<file path="config.mk">
export PLATFORM = sky130hd
export DESIGN_NAME = branch_target_predictor_flat
export DESIGN_NICKNAME = d
export VERILOG_FILES = /design/src/rtl/branch_target_predictor_if.sv /design/src/rtl/branch_target_predictor.sv /design/src/flat_wrapper.sv
export SDC_FILE = /design/constraint.sdc
export NUM_CORES = 1
export LEC_CHECK = 0
export ABC_AREA = 1
export BUFFER_PORTS_ARGS = -buffer_cell sky130_fd_sc_hd__buf_4
export CAP_MARGIN = 20
export CORE_ASPECT_RATIO = 1.2
export CORE_UTILIZATION = 25
export CTS_BUF_LIST = sky130_fd_sc_hd__clkbuf_8
export DETAILED_ROUTE_END_ITERATION = 12
export PLACE_DENSITY = 0.45
export SLEW_MARGIN = 20
export SYNTH_ARGS = -nofsm -noshare
export SYNTH_HDL_FRONTEND = slang
export SYNTH_SLANG_ARGS = --single-unit
</file>
<file path="constraint.sdc">
create_clock -name clk -period 3.25 [get_ports clk]
set_input_delay 0.325 -clock clk [delete_from_list [all_inputs] [get_ports clk]]
set_output_delay 0.325 -clock clk [all_outputs]
set_load 0.03 [all_outputs]
</file>
<file path="src/rtl/branch_target_predictor_if.sv">
// ----------------------------------------------------------------------------
// branch_target_predictor_if
//   Bundles the fetch-side lookup, the decode-side training strobe and the
//   statistic outputs of branch_target_predictor.
//
//   Handshake: there is no back-pressure. The lookup is a pure combinational
//   query on if_pc. A training update is accepted in every cycle where
//   upd_valid && upd_is_branch is high at a rising clock edge with reset low.
//   There is no ready signal and no acknowledge.
//
//   Modports
//     master : the pipeline side. It drives if_pc and upd_*, and reads
//              pred_* and stat_*.
//     slave  : the predictor side, with the opposite directions.
// ----------------------------------------------------------------------------
interface branch_target_predictor_if #(
  parameter int XLEN   = 32,
  parameter int STAT_W = 32
);
  logic [XLEN-1:0]   if_pc;
  logic              pred_hit;
  logic              pred_taken;
  logic [XLEN-1:0]   pred_target;
  logic              upd_valid;
  logic              upd_is_branch;
  logic [XLEN-1:0]   upd_pc;
  logic              upd_taken;
  logic [XLEN-1:0]   upd_target;
  logic              upd_mispred;
  logic [STAT_W-1:0] stat_branches;
  logic [STAT_W-1:0] stat_mispred;

  modport master (
    output if_pc, upd_valid, upd_is_branch, upd_pc, upd_taken, upd_target,
           upd_mispred,
    input  pred_hit, pred_taken, pred_target, stat_branches, stat_mispred
  );

  modport slave (
    input  if_pc, upd_valid, upd_is_branch, upd_pc, upd_taken, upd_target,
           upd_mispred,
    output pred_hit, pred_taken, pred_target, stat_branches, stat_mispred
  );
endinterface

</file>
<file path="src/rtl/branch_target_predictor.sv">
// ----------------------------------------------------------------------------
// branch_target_predictor
//   Dynamic branch predictor built from a direct-mapped BTB and saturating
//   counters. The IF stage gets a zero-latency lookup on if_pc. The ID stage
//   trains the tables with resolved beq/jal outcomes. The block also keeps
//   saturating counts of trained branches and of mispredicts.
//
//   Ports
//     clk   : rising-edge clock
//     reset : synchronous, active-high. It clears every table entry and both
//             statistic counters, drops any update in the same cycle, and
//             forces the lookup outputs to 0.
//     bus   : branch_target_predictor_if.slave. It carries the lookup
//             (if_pc -> pred_*), the update (upd_*) and the statistics
//             (stat_*).
//
//   Optional feature macro: BTP_GSHARE_EN.
//     When it is defined, the counters are indexed by the pc index XOR an
//     IDX_W-bit global history register. Tags and targets stay pc-indexed.
//
//   Address split
//     index = pc[IDX_W+1:2]
//     tag   = pc[IDX_W+TAG_W+1:IDX_W+2]
// ----------------------------------------------------------------------------
module branch_target_predictor #(
  parameter int XLEN    = 32,
  parameter int ENTRIES = 16,
  parameter int TAG_W   = 8,
  parameter int CTR_W   = 2,
  parameter int STAT_W  = 32
) (
  input  logic                       clk,
  input  logic                       reset,
  branch_target_predictor_if.slave   bus
);
  localparam int IDX_W = $clog2(ENTRIES);
  localparam int TAG_LO = IDX_W + 2;
  localparam int TAG_HI = IDX_W + TAG_W + 1;
  localparam logic [CTR_W-1:0] CTR_MAX  = {CTR_W{1'b1}};
  localparam logic [CTR_W-1:0] CTR_WEAK = CTR_W'(1) << (CTR_W - 1);

  logic              valid_q  [ENTRIES];
  logic [TAG_W-1:0]  tag_q    [ENTRIES];
  logic [XLEN-1:0]   target_q [ENTRIES];
  logic [CTR_W-1:0]  ctr_q    [ENTRIES];
  logic [STAT_W-1:0] stat_branches_q;
  logic [STAT_W-1:0] stat_mispred_q;

  logic [IDX_W-1:0]  lk_idx, lk_cidx, up_idx, up_cidx;
  logic [TAG_W-1:0]  lk_tag, up_tag;
  logic              lk_hit, up_hit, up_en;

  assign lk_idx = bus.if_pc[IDX_W+1:2];
  assign lk_tag = bus.if_pc[TAG_HI:TAG_LO];
  assign up_idx = bus.upd_pc[IDX_W+1:2];
  assign up_tag = bus.upd_pc[TAG_HI:TAG_LO];

`ifdef BTP_GSHARE_EN
  logic [IDX_W-1:0] ghr_q;
  // Keep the low IDX_W bits of {ghr, outcome}. This also works when IDX_W == 1.
  logic [IDX_W:0]   ghr_cat;
  assign ghr_cat = {ghr_q, bus.upd_taken};
  // Lookup and training both use the history as it stands before this update.
  assign lk_cidx = lk_idx ^ ghr_q;
  assign up_cidx = up_idx ^ ghr_q;
`else
  assign lk_cidx = lk_idx;
  assign up_cidx = up_idx;
`endif

  assign lk_hit = valid_q[lk_idx] && (tag_q[lk_idx] == lk_tag);
  assign up_hit = valid_q[up_idx] && (tag_q[up_idx] == up_tag);
  assign up_en  = bus.upd_valid && bus.upd_is_branch;

  // The lookup reads registered state only. An update to the same entry in
  // this cycle shows up in the lookup from the next cycle.
  always_comb begin
    bus.pred_hit    = 1'b0;
    bus.pred_taken  = 1'b0;
    bus.pred_target = '0;
    if (!reset && lk_hit) begin
      bus.pred_hit    = 1'b1;
      bus.pred_taken  = ctr_q[lk_cidx][CTR_W-1];
      bus.pred_target = target_q[lk_idx];
    end
  end

  assign bus.stat_branches = stat_branches_q;
  assign bus.stat_mispred  = stat_mispred_q;

  always_ff @(posedge clk) begin
    if (reset) begin
      for (int i = 0; i < ENTRIES; i++) begin
        valid_q[i]  <= 1'b0;
        tag_q[i]    <= '0;
        target_q[i] <= '0;
        ctr_q[i]    <= '0;
      end
      stat_branches_q <= '0;
      stat_mispred_q  <= '0;
`ifdef BTP_GSHARE_EN
      ghr_q <= '0;
`endif
    end else if (up_en) begin
      if (up_hit) begin
        if (bus.upd_taken) begin
          if (ctr_q[up_cidx] != CTR_MAX) ctr_q[up_cidx] <= ctr_q[up_cidx] + CTR_W'(1);
          target_q[up_idx] <= bus.upd_target;
        end else if (ctr_q[up_cidx] != '0) begin
          ctr_q[up_cidx] <= ctr_q[up_cidx] - CTR_W'(1);
        end
      end else if (bus.upd_taken) begin
        // A taken branch that misses takes over the slot and starts weakly taken.
        valid_q[up_idx]  <= 1'b1;
        tag_q[up_idx]    <= up_tag;
        target_q[up_idx] <= bus.upd_target;
        ctr_q[up_cidx]   <= CTR_WEAK;
      end
      if (stat_branches_q != '1) stat_branches_q <= stat_branches_q + STAT_W'(1);
      if (bus.upd_mispred && (stat_mispred_q != '1))
        stat_mispred_q <= stat_mispred_q + STAT_W'(1);
`ifdef BTP_GSHARE_EN
      ghr_q <= ghr_cat[IDX_W-1:0];
`endif
    end
  end

  // The byte-offset bits and the bits above the tag do not take part in
  // indexing or tagging.
  logic unused_pc_bits;
  assign unused_pc_bits = ^{bus.if_pc[1:0], bus.if_pc[XLEN-1:TAG_HI+1],
                            bus.upd_pc[1:0], bus.upd_pc[XLEN-1:TAG_HI+1]};
endmodule

</file>
<file path="src/flat_wrapper.sv">
// flat-port wrapper written by rule: the top's interface ports become plain ports
module branch_target_predictor_flat 
#(
  parameter int XLEN    = 32,
  parameter int ENTRIES = 16,
  parameter int TAG_W   = 8,
  parameter int CTR_W   = 2,
  parameter int STAT_W  = 32
)
  (clk, reset, bus_if_pc, bus_upd_valid, bus_upd_is_branch, bus_upd_pc, bus_upd_taken, bus_upd_target, bus_upd_mispred, bus_pred_hit, bus_pred_taken, bus_pred_target, bus_stat_branches, bus_stat_mispred);
  branch_target_predictor_if #(.XLEN(XLEN), .STAT_W(STAT_W)) bus_i ();
  input  logic clk;
  input  logic reset;
  input wire logic [$bits(bus_i.if_pc)-1:0] bus_if_pc;
  input wire logic [$bits(bus_i.upd_valid)-1:0] bus_upd_valid;
  input wire logic [$bits(bus_i.upd_is_branch)-1:0] bus_upd_is_branch;
  input wire logic [$bits(bus_i.upd_pc)-1:0] bus_upd_pc;
  input wire logic [$bits(bus_i.upd_taken)-1:0] bus_upd_taken;
  input wire logic [$bits(bus_i.upd_target)-1:0] bus_upd_target;
  input wire logic [$bits(bus_i.upd_mispred)-1:0] bus_upd_mispred;
  output wire logic [$bits(bus_i.pred_hit)-1:0] bus_pred_hit;
  output wire logic [$bits(bus_i.pred_taken)-1:0] bus_pred_taken;
  output wire logic [$bits(bus_i.pred_target)-1:0] bus_pred_target;
  output wire logic [$bits(bus_i.stat_branches)-1:0] bus_stat_branches;
  output wire logic [$bits(bus_i.stat_mispred)-1:0] bus_stat_mispred;
  assign bus_i.if_pc = bus_if_pc;
  assign bus_i.upd_valid = bus_upd_valid;
  assign bus_i.upd_is_branch = bus_upd_is_branch;
  assign bus_i.upd_pc = bus_upd_pc;
  assign bus_i.upd_taken = bus_upd_taken;
  assign bus_i.upd_target = bus_upd_target;
  assign bus_i.upd_mispred = bus_upd_mispred;
  assign bus_pred_hit = bus_i.pred_hit;
  assign bus_pred_taken = bus_i.pred_taken;
  assign bus_pred_target = bus_i.pred_target;
  assign bus_stat_branches = bus_i.stat_branches;
  assign bus_stat_mispred = bus_i.stat_mispred;
  branch_target_predictor #(.XLEN(XLEN), .ENTRIES(ENTRIES), .TAG_W(TAG_W), .CTR_W(CTR_W), .STAT_W(STAT_W)) u_core (.clk(clk), .reset(reset), .bus(bus_i));
endmodule
</file>
Word level (Yosys, flattened, before mapping)
Memory sizes are Yosys's and may differ from the RTL's.
Cells that the tools add are included.

storage, ports and cells
  flip-flop bits (word level) = 64
  latch bits = 0
  memory bits (writable) = 688
  ROM bits = 0
  input port bits = 102
  output and inout bits = 98
  logic and storage cells = 72
  memories = 4

cells by class
  add/sub/neg operators = 4
  $mul = 0
  divide/modulo/power cells = 0
  order comparisons = 0
  eq/ne operators = 5
  shift operators = 0
  muxes and demuxes = 41
  bitwise operators = 3
  reductions and logical operators = 13

memory list
  name             depth  width  read ports  clocked after Yosys merged registers in  wr ports  line                           RTL
  u_core.target_q  16     32     1           0                                        16        branch_target_predictor.sv:44  logic [XLEN-1:0] target_q [ENTRIES];
  u_core.tag_q     16     8      2           0                                        16        branch_target_predictor.sv:43  logic [TAG_W-1:0] tag_q [ENTRIES];
  u_core.ctr_q     16     2      2           0                                        16        branch_target_predictor.sv:45  logic [CTR_W-1:0] ctr_q [ENTRIES];
  u_core.valid_q   16     1      2           0                                        16        branch_target_predictor.sv:42  logic valid_q [ENTRIES];

operators by type and width
  kind                                                                number
  32-bit 2-to-1 mux                                                   3
  32-bit by 1-bit adder with 32-bit output, second input constant     2
  32-bit != test, second input constant                               2
  32-bit OR reduction                                                 1
  1-bit 2-to-1 mux                                                    30
  8-bit == test                                                       2
  4-bit 2-to-1 mux                                                    4
  8-bit 2-to-1 mux                                                    1
  8-bit OR reduction                                                  1
  2-bit 2-to-1 mux                                                    3
  1-bit logical AND                                                   5
  2-bit AND reduction                                                 2
  1-bit bitwise OR                                                    3
  2-bit by 1-bit adder with 2-bit output, second input constant       1
  2-bit != test, second input constant                                1
  2-bit nonzero test                                                  1
  2-bit OR reduction                                                  1
  2-bit by 1-bit subtractor with 2-bit output, second input constant  1
  1-bit zero test                                                     1
  1-bit OR reduction                                                  1

Depth between registers and ports, before layout
Gate-level depths: netlist of the first run.
An unclocked memory read counts as a cell.

  depth after elaboration = 12
  depth in mapped cells = 21
  gate-level depth less buffers = 18

Worst setup path after synthesis of the first run
No wires, ideal clock.

  kind = in2reg
  start point = in reset
  end point = mem u_core.target_q[0][0] (enable)
  library setup time = 0.389 ns
  arrival time = 2.548 ns
  required time = 2.861 ns
  path slack = 0.312 ns
  cell stages on the path = 6
  cells stage by stage = clkbuf_1 nor3_1 clkbuf_1 nand2_1 clkbuf_1 nand2_1

RTL lines
  item         line                           RTL
  from (decl)  flat_wrapper.sv:13             input logic reset;
  to (decl)    branch_target_predictor.sv:44

==> results.py, run 1 <==
metrics = {
    "worst_setup_path": {
        "crit_top_cell": "nor2_1",
        "slowest_delay_ns": 0.40,
        "worstSetupPathType": "flop to output pin",
        "path_cells": "nor2_1 > nor2_1 > o21ai_0 > o211ai_1 > nand3_1 > nand2_1 > o22ai_1 > nor2_1 > nand4_1 > buf_12 > buf_16 > nor3_2 > buf_4 > buf_8",
        "reg2reg_from": "u_core.tag_q[0][5]",
        "path_max_fanout": 8,
        "path_buf_inv": 4,
        "startpoint_type": "flop",
        "cp_slowest_cell": "edfxtp_1",
        "crit_arrival_ns": 3.20,
        "cp_data_required_time_ns": 2.92,
        "cp-startpoint": "u_core.tag_q[5][3]",
        "cpLargestDelayFamily": "simple AND/OR/NAND/NOR gates",
        "endpoint_kind": "output pin",
    },
    "place": {
        "gp_congestion": 0.838,
        "hpwl_mm": 76.4,
        "post-place-ws_ns": 0.0121,
        "port_buffers": 159,
        "postPlaceCellArea_sq_um": 40500,
    },
    "route": {
        "routed-via-count": 29500,
        "post_drt_wl_per_cell_um": 21.1,
        "remaining_drc_errors": 0,
        "firstDrtPassIters": 5,
        "drt_iter0_drc": 2160,
        "ant_nets": 0,
        "routed_via_density": 4.80,
        "wl_mm": 130,
    },
    "floorplan": {
        "rows": 152,
        "die_height_um": 417,
        "core_area_sq_um": 143000,
        "initial_core_util": 0.251,
        "die-area_sq_um": 145000,
        "io_pins": 200,
        "chipWidth_um": 348,
    },
    "synth": {
        "yosysSeqAreaShare": 0.607,
        "synth-edff-count": 672,
        "synth_cell_types": 47,
        "ys_ff_latch": 752,
        "syn_area_sq_um": 35900,
        "yosys-top-cells-area": "edfxtp_1 56%, nand2_1 9.6%, nor2_1 8.7%",
        "avgSynthCellArea_sq_um": 9.25,
        "synth_fp_nets": 3987,
        "synth_top_area_frac": 0.562,
        "synth_area_leader_cell": "edfxtp_1",
        "yosysWarnings": 0,
        "synthArstFlopShare": 0,
        "yosys_most_used_dff": "edfxtp_1",
        "synthCells": 3883,
    },
    "sta": {
        "worst_pin_slew_ns": 0.986,
        "setup_slack_ns": -0.278,
        "skew_ns": 0.0366,
        "whs_ns": 0.0758,
        "timing.final.crit_share": 1.09,
        "hold_viol": 0,
        "max_slew_margin": 0.337,
        "drv_slew": 0,
        "max_freq_mhz": 283,
        "setup_viol": 34,
        "min_period_ns": 3.53,
        "rsz0062_at_grt": "true",
    },
    "clock_network": {
        "numCtsBuffers": 135,
        "cts_buffer_depth": 3,
        "cts.htree.levels": 4,
        "clk_latency_ns": 0.87,
        "clock_sinks": 752,
        "cts-root-buf": "clkbuf_8",
        "clk_pin_slew_worst_paths_ns": 0.06,
        "cts_tree": "done",
    },
    "final_layout": {
        "nets": 4218,
        "fillers": 15000,
        "drive_gt1_frac": 0.151,
        "final_common_cell": "nand2_1",
        "design_area_sq_um": 43400,
        "layout_common_cells": "881 x nand2_1, 828 x nor2_1, 672 x edfxtp_1",
        "area_growth_pct": 20.9,
    },
    "power": {
        "power.total_uw": 21700,
        "powerDensity_nw_per_um2": 499,
        "irDropWorstVdd_v": 0.000335,
        "power_leakage_uw": 0.0165,
    },
    "global_routing": {
        "antenna_found_initial": 1,
        "grt_max_degree": 122,
        "grt_pass1_wl_mm": 191,
        "grt_pass1_vias": 28800,
        "grtUsageTotal": 0.177,
        "grt_overflow": 0,
    },
    "hold_path": {
        "min_from": "bus_upd_target[2]",
        "holdCritPathClass": "input port to flop",
    },
    "outcome": {
        "failed_checks": "setup timing",
        "status": "finished with violations",
    },
    "job": {
        "maxCapViolations": 0,
    },
}
[flip-flops by register name, summed over array words and instances (netlist names)]
name                      count
u_core.valid_q               16
u_core.ctr_q                 32
u_core.target_q             512
u_core.bus.stat_mispred      32
u_core.tag_q                128
u_core.bus.stat_branches     32
[per-stage QoR]
stage          cells  TNS (ns)  utilization
6_report        6137     -7.22        0.304
2_1_floorplan   3883         0            -
4_1_cts         6137    -10.67        0.303
5_1_grt         6137    -12.54        0.304
3_5_place_dp    5878         0        0.283
3_3_place_gp    5878         0        0.283
[cells in the mapped netlist, types with 2 or more instances]
| library cell | number |
|---|---|
| nand3_2 | 9 |
| inv_1 | 157 |
| nor3b_1 | 4 |
| nand2_2 | 3 |
| a21oi_1 | 300 |
| or2_2 | 10 |
| a311o_1 | 20 |
| nor3_1 | 78 |
| inv_2 | 6 |
| buf_4 | 3 |
| nand4_1 | 20 |
| nor2_8 | 2 |
| nand3_1 | 88 |
| edfxtp_1 | 672 |
| nor2_4 | 2 |
| o21ai_0 | 149 |
| o31ai_1 | 23 |
| clkinv_1 | 11 |
| o22ai_1 | 6 |
| clkbuf_1 | 201 |
| xnor2_1 | 9 |
| o21ai_1 | 4 |
| a311oi_1 | 14 |
| nand2_4 | 10 |
| buf_6 | 8 |
| buf_2 | 43 |
| nor2_1 | 828 |
| nor2_2 | 13 |
| nor4_1 | 8 |
| o221ai_1 | 12 |
| ha_1 | 2 |
| o211ai_1 | 17 |
| a31oi_1 | 5 |
| dfxtp_1 | 80 |
| o21a_1 | 6 |
| xor2_1 | 11 |
| o32ai_1 | 2 |
| nor3_2 | 2 |
| a22oi_1 | 8 |
| buf_1 | 22 |
| nand2_1 | 914 |
| a221oi_1 | 96 |
[kinds of logic after synthesis]
kind of cell    after synthesis  synth area share
compound gates              664             0.113
xor+xnor                     20           0.00488
fa+ha+maj                     2          0.000697
buf+inv                     452            0.0510
flops                       752             0.607
simple gates               1993             0.224
[worst reg2reg max path, delay by kind of cell, from the launching register on]
kind	cells	cell delay [ns]
AND/OR/NAND/NOR	15	1.98
flip-flops	1	0.41
[final timing paths]
| kind | to | slack [ns] | cells past startpoint |
|---|---|---|---|
| worst max-delay path | bus_pred_target[30] | -0.28 | 14 |
| worst min-delay path | u_core.target_q[13][2] | 0.08 | 3 |
| worst max register to register | u_core.tag_q[8][7] | 0.54 | 15 |
| worst min register to register | u_core.valid_q[5] | 0.45 | 2 |
[per-layer routing]
layer | vias up | part of all wire | GRT usage
li1 | 13800 | - | -
met4 | 0 | 0.031 | 0.0613
met5 | - | 0 | 0
met3 | 211 | 0.048 | 0.0262
met1 | 14700 | 0.43 | 0.224
met2 | 841 | 0.49 | 0.305
[where the power goes]
group / total (uW) / leakage (uW) / internal, uW / switching, uW
clock network: 8370 / 0.00136 / 4060 / 4300
logic: 2190 / 0.00811 / 658 / 1540
registers: 11100 / 0.00706 / 11000 / 145
total: 21700 / 0.0165 / 15700 / 5980
[timing repair]
item / CTS / global route
endpoints found under the hold margin: 258 / 0
resized for setup: 30 / 25
setup buffers: 1 / 0
hold buffers: 23 / 0
setup endpoints to repair: 34 / 34
pin swaps: 5 / 8
gates cloned: 2 / 0
[final cells by class]
class                      instances  area (sq um)  share of cell area
antenna                            1          2.50           0.0000577
sequential                       752         21800               0.502
tap                             1925          2410              0.0555
multi-input combinational       2679         12600               0.289
clock inverter                    93           479              0.0110
inverter                         174           672              0.0155
timing repair buffer             372          3560              0.0819
clock buffer                     141          1940              0.0447
Note: power is estimated with default switching activity, not from simulation.
==> run 2: changes to the inputs <==
Settings changed: CELL_PAD_IN_SITES_DETAIL_PLACEMENT set to 0, CELL_PAD_IN_SITES_GLOBAL_PLACEMENT set to 1, PLACE_DENSITY 0.45 to 0.53.
==> run 2 against run 1 <==
Effect of this change: the flow still finishes with violations (setup timing); clock skew down 0.019 ns; clock power up 5.5%; count of clock-buffer cells in the layout up 6; wire length grew 3.5%; hold slack improved by 0.0081 ns; worst setup slack better by 0.089 ns.
==> results.py, run 2 (synthesis gave the netlist of run 1 again) <==
metrics = {
    "floorplan": {
        "io_pins": 200,
        "die-area_sq_um": 145000,
        "initial_core_util": 0.251,
        "rows": 152,
        "chipWidth_um": 348,
        "die_height_um": 417,
        "core_area_sq_um": 143000,
    },
    "sta": {
        "drv_slew": 0,
        "hold_viol": 0,
        "rsz0062_at_grt": "true",
        "timing.final.crit_share": 1.06,
        "setup_slack_ns": -0.189,
        "skew_ns": 0.0172,
        "whs_ns": 0.0839,
        "setup_viol": 34,
        "max_slew_margin": 0.401,
        "max_freq_mhz": 291,
        "worst_pin_slew_ns": 0.891,
        "min_period_ns": 3.44,
    },
    "worst_setup_path": {
        "reg2reg_from": "u_core.tag_q[3][7]",
        "path_max_fanout": 10,
        "worstSetupPathType": "flop to output pin",
        "timing.rr.end": "u_core.tag_q[14][3]",
        "worstSetupEndpoint": "bus_pred_target[31]",
        "endpoint_kind": "output pin",
        "crit_arrival_ns": 3.11,
        "cp-startpoint": "u_core.tag_q[11][5]",
        "startpoint_type": "flop",
        "timing.reg2reg.worst_path_depth": 16,
        "r2r_slack_ns": 0.64,
        "cp_data_required_time_ns": 2.92,
    },
    "place": {
        "gp_congestion": 0.806,
        "hpwl_mm": 79.2,
        "post-place-cells": 5892,
        "port_buffers": 159,
        "post-place-ws_ns": 0.00980,
    },
    "final_layout": {
        "regMostFlops": "u_core.target_q",
        "top_regs": "u_core.target_q: 512 flops, u_core.tag_q: 128 flops",
        "drive_gt1_frac": 0.162,
        "largest_reg_flops": 512,
        "fin_cells": 6188,
        "final_common_cell": "nand2_1",
        "layout_common_cells": "878 x nand2_1, 826 x nor2_1, 672 x edfxtp_1",
        "area_growth_pct": 23.3,
        "nets": 4257,
    },
    "route": {
        "firstDrtPassIters": 5,
        "wl_met1_mm": 57.7,
        "drt_iter0_drc": 1923,
        "dr_wl_met3_mm": 5.68,
        "wl_mm": 134,
        "routed_via_density": 4.75,
        "ant_nets": 0,
        "post_drt_wl_per_cell_um": 21.7,
        "routed-via-count": 29400,
        "met2_length_mm": 66.4,
        "remaining_drc_errors": 0,
        "top_layer": "met4",
    },
    "clock_network": {
        "clock_sinks": 752,
        "cts-root-buf": "clkbuf_8",
        "clk_latency_ns": 0.86,
        "numCtsBuffers": 140,
        "cts_tree": "done",
        "clk_pin_slew_worst_paths_ns": 0.06,
        "cts_buffer_depth": 3,
        "cts.htree.levels": 4,
    },
    "hold_path": {
        "holdCritPathClass": "input port to flop",
    },
    "global_routing": {
        "grt_pass1_wl_mm": 196,
        "grt_pass1_vias": 29000,
        "grt_max_degree": 94,
        "grtUsageTotal": 0.183,
        "grt_overflow": 0,
        "antenna_found_initial": 1,
    },
    "power": {
        "irDropWorstVdd_v": 0.000341,
        "powerDensity_nw_per_um2": 502,
        "power_leakage_uw": 0.0170,
    },
    "job": {
        "maxCapViolations": 0,
    },
    "outcome": {
        "status": "finished with violations",
        "failed_checks": "setup timing",
    },
}
==> run 2: cell types whose count changed in the layout (fill, tap and decap cells not counted), moves of 4 or more <==
cell	previous run	this run
buf_6	8	30
clkinv_2	7	11
nor3_2	20	14
clkbuf_8	141	147
clkinv_1	45	39
dlygate4sd3_1	23	30
nor3_1	54	44
nor3_4	6	22
inv_1	192	201
==> run 2: power by group <==
group | internal (uW) | switching (uW)
combinational | 714 | 1580
sequential | 11000 | 141
clock | 4420 | 4420
total | 16100 | 6130
==> run 2: area by class of cell <==
type	count	area, sq um
Fill cell	15000	98600
Antenna cell	2	5.00
Clock buffer	147	2020
Clock inverter	103	597
Multi-Input combinational cell	2679	12700
Inverter	174	672
Sequential cell	752	21800
Tap cell	1925	2410
Timing Repair Buffer	406	4050
==> run 2: per-layer routing <==
layer  up-vias  global-route usage
li1      13900                   -
met1     14500               0.230
met2       759               0.316
met3       237              0.0258
met4         0              0.0712
met5         -                   0
==> run 2: critical path, stage by stage, from the launching register on <==
cell and delay, ns:
edfxtp_1 0.43, nor2_1 0.13, o22ai_1 0.13, o211ai_1 0.18, buf_4 0.16, nand2_1 0.06
nand2_1 0.06, o21ai_0 0.07, inv_1 0.05, nand4_1 0.17, buf_6 0.25, nor3_2 0.21
buf_4 0.18, buf_6 0.14
==> run 2: worst min-delay path by stage <==
stage,start,to,slack (ns),cells past startpoint
floorplan,u_core.valid_q[13],u_core.valid_q[13],0.43,2
global placement,u_core.valid_q[5],u_core.valid_q[5],0.44,2
detailed placement,u_core.valid_q[5],u_core.valid_q[5],0.44,2
CTS,bus_upd_target[30],u_core.target_q[4][30],0.0005,3
global route,bus_upd_pc[11],u_core.tag_q[5][5],0.07,4
finish,bus_upd_target[30],u_core.target_q[11][30],0.08,3
==> run 2: metrics by stage <==
stage               instance area (sq um)  power [uW]  utilization  TNS, ns
finish                              44300       22200        0.310    -5.00
global placement                    40600       13500        0.284        0
CTS                                 44200       22500        0.310   -10.17
detailed placement                  40600       13500        0.284        0
global route                        44300       23100        0.310   -12.44
floorplan                           35900       12500            -        0
==> run 2: repair_timing <==
item	in CTS	in global routing
setup endpoints to repair	34	34
buffers inserted	8	0
pin swaps	26	12
hold buffers	30	0
resized for setup	92	19
hold endpoints to repair	411	0
cloned	7	0
==> run 3: changes to the inputs <==
Settings changed: CORE_UTILIZATION 25 to 35, CTS_BUF_LIST sky130_fd_sc_hd__clkbuf_8 to sky130_fd_sc_hd__clkbuf_16, PLACE_DENSITY 0.53 to 0.68.
Clock period 3.25 ns to 3.98 ns, I/O delays scaled along.
==> run 3 against run 2 <==
Effect of this change: the flow now finishes without violations; sequential share of layout area increased by 3.4 points; via count decreased by 1.9%; count of clock-buffer cells in the layout decreased by 63; largest power group unchanged; power decreased by 19%; first-iteration DRC count increased by 20%; largest cell class unchanged; non-clock buffer count decreased by 135; critical path type is now input port to output pin; critical endpoint is now bus_pred_taken; critical path depth unchanged; die area decreased by 28%; utilization increased by 9.7 points.
==> results.py, run 3 (synthesis gave the netlist of run 1 again) <==
metrics = {
    "outcome": {
        "status": "complete, no violations",
    },
    "worst_setup_path": {
        "cp-startpoint": "bus_if_pc[2]",
        "r2r_slack_ns": 1.20,
        "path_max_fanout": 97,
        "cp_data_required_time_ns": 3.58,
        "startpoint_type": "input port",
        "timing.rr.end": "u_core.tag_q[2][3]",
        "reg2reg_from": "u_core.tag_q[15][6]",
        "endpoint_kind": "output pin",
        "timing.reg2reg.worst_path_depth": 14,
        "crit_arrival_ns": 3.33,
        "worstSetupPathType": "input port to output pin",
    },
    "final_layout": {
        "largest_reg_flops": 512,
        "area_growth_pct": 15.2,
        "top_regs": "u_core.target_q: 512 flops, u_core.tag_q: 128 flops",
        "layout_common_cells": "882 x nand2_1, 828 x nor2_1, 672 x edfxtp_1",
        "design_area_sq_um": 41400,
        "diodes": 0,
        "nets": 4065,
        "drive_gt1_frac": 0.118,
        "final_common_cell": "nand2_1",
        "regMostFlops": "u_core.target_q",
        "fillers": 10200,
    },
    "clock_network": {
        "ctsHoldBuffers": 0,
        "clock_sinks": 752,
        "cts.htree.levels": 3,
        "cts_buffer_depth": 3,
        "cts_setup_buffers": 0,
        "clk_latency_ns": 0.65,
        "cts-root-buf": "clkbuf_16",
        "clk_pin_slew_worst_paths_ns": 0.06,
        "post_cts.resized_instances": 0,
        "numCtsBuffers": 83,
        "cts_tree": "done",
    },
    "route": {
        "firstDrtPassIters": 7,
        "post_drt_wl_per_cell_um": 22.3,
        "routed-via-count": 28800,
        "remaining_drc_errors": 0,
        "drt_iter0_drc": 2304,
        "ant_nets": 0,
        "routed_via_density": 5.35,
        "wl_mm": 120,
    },
    "global_routing": {
        "grt_pass1_vias": 27800,
        "antenna_found_initial": 3,
        "grtUsageTotal": 0.228,
        "grt_overflow": 0,
        "grt_pass1_wl_mm": 177,
        "grt_max_degree": 164,
    },
    "hold_path": {
        "min_from": "reset",
        "holdCritPathClass": "input port to flop",
        "hold_end": "u_core.valid_q[10]",
        "min_path_cells": 2,
    },
    "floorplan": {
        "rows": 128,
        "die-area_sq_um": 104000,
        "initial_core_util": 0.354,
        "core_area_sq_um": 102000,
        "chipWidth_um": 294,
        "die_height_um": 353,
        "io_pins": 200,
    },
    "sta": {
        "skew_ns": 0.0341,
        "max_freq_mhz": 268,
        "max_slew_margin": 0.426,
        "setup_viol": 0,
        "min_period_ns": 3.73,
        "timing.final.crit_share": 0.937,
        "setup-tns-final_ns": 0,
        "drv_slew": 0,
        "worst_pin_slew_ns": 0.861,
        "rsz0062_at_grt": "false",
        "hold_viol": 0,
    },
    "power": {
        "powerDensity_nw_per_um2": 436,
        "power_leakage_uw": 0.0158,
        "irDropWorstVdd_v": 0.000413,
    },
    "place": {
        "gp_congestion": 0.839,
        "port_buffers": 159,
        "hpwl_mm": 67.6,
        "postPlaceCellArea_sq_um": 38800,
    },
    "job": {
        "maxCapViolations": 0,
    },
}
## run 3: worst max-delay path: stages
cell and delay [ns]:
buf_8 0.15, inv_8 0.46, a21oi_1 0.13, o21ai_1 0.10
o21ai_0 0.23, o211ai_1 0.28, nand2_1 0.09, xnor2_1 0.14
nand4_1 0.16, buf_12 0.24, nor3_1 0.51, buf_4 0.20
buf_4 0.15
## run 3: report_power, final
part,switching [uW],internal [uW]
registers,112,8940
clock network,3280,4110
logic,1180,431
## run 3: worst max path at each step
stage | end | slack (ns) | cells past startpoint
after floorplan | bus_pred_target[10] | 0.92 | 12
after global placement | bus_pred_taken | 0.18 | 13
after detailed placement | bus_pred_taken | 0.22 | 13
after CTS | bus_pred_taken | 0.19 | 12
after global routing | bus_pred_taken | 0.03 | 13
final | bus_pred_taken | 0.25 | 13
## run 3: layout make-up
| class | instances | area (sq um) | area share |
|---|---|---|---|
| Clock inverter | 67 | 475 | 0.0115 |
| Sequential cell | 752 | 21800 | 0.527 |
| Inverter | 174 | 672 | 0.0162 |
| Multi-Input combinational cell | 2679 | 12400 | 0.299 |
| Tap cell | 1365 | 1710 | 0.0413 |
| Timing Repair Buffer | 271 | 2250 | 0.0543 |
| Clock buffer | 84 | 2100 | 0.0508 |
## run 3: per-stage QoR
step | hold slack, ns | total power [uW] | util | setup WS (ns) | instances
2_1_floorplan | 0.427 | 10200 | - | 0.920 | 3883
3_3_place_gp | 0.438 | 10800 | 0.382 | 0.184 | 5241
3_5_place_dp | 0.442 | 10800 | 0.382 | 0.223 | 5241
4_1_cts | 0.120 | 18200 | 0.407 | 0.192 | 5392
5_1_grt | 0.143 | 18600 | 0.407 | 0.0346 | 5392
6_report | 0.152 | 18100 | 0.407 | 0.250 | 5392
## run 3: layer usage
layer / global-route usage / vias to the layer above / part of all wire
li1: - / 13400 / -
met1: 0.286 / 14200 / 0.41
met2: 0.398 / 988 / 0.50
met3: 0.0266 / 219 / 0.056
met4: 0.0876 / 6 / 0.035
met5: 0 / - / 0.00033
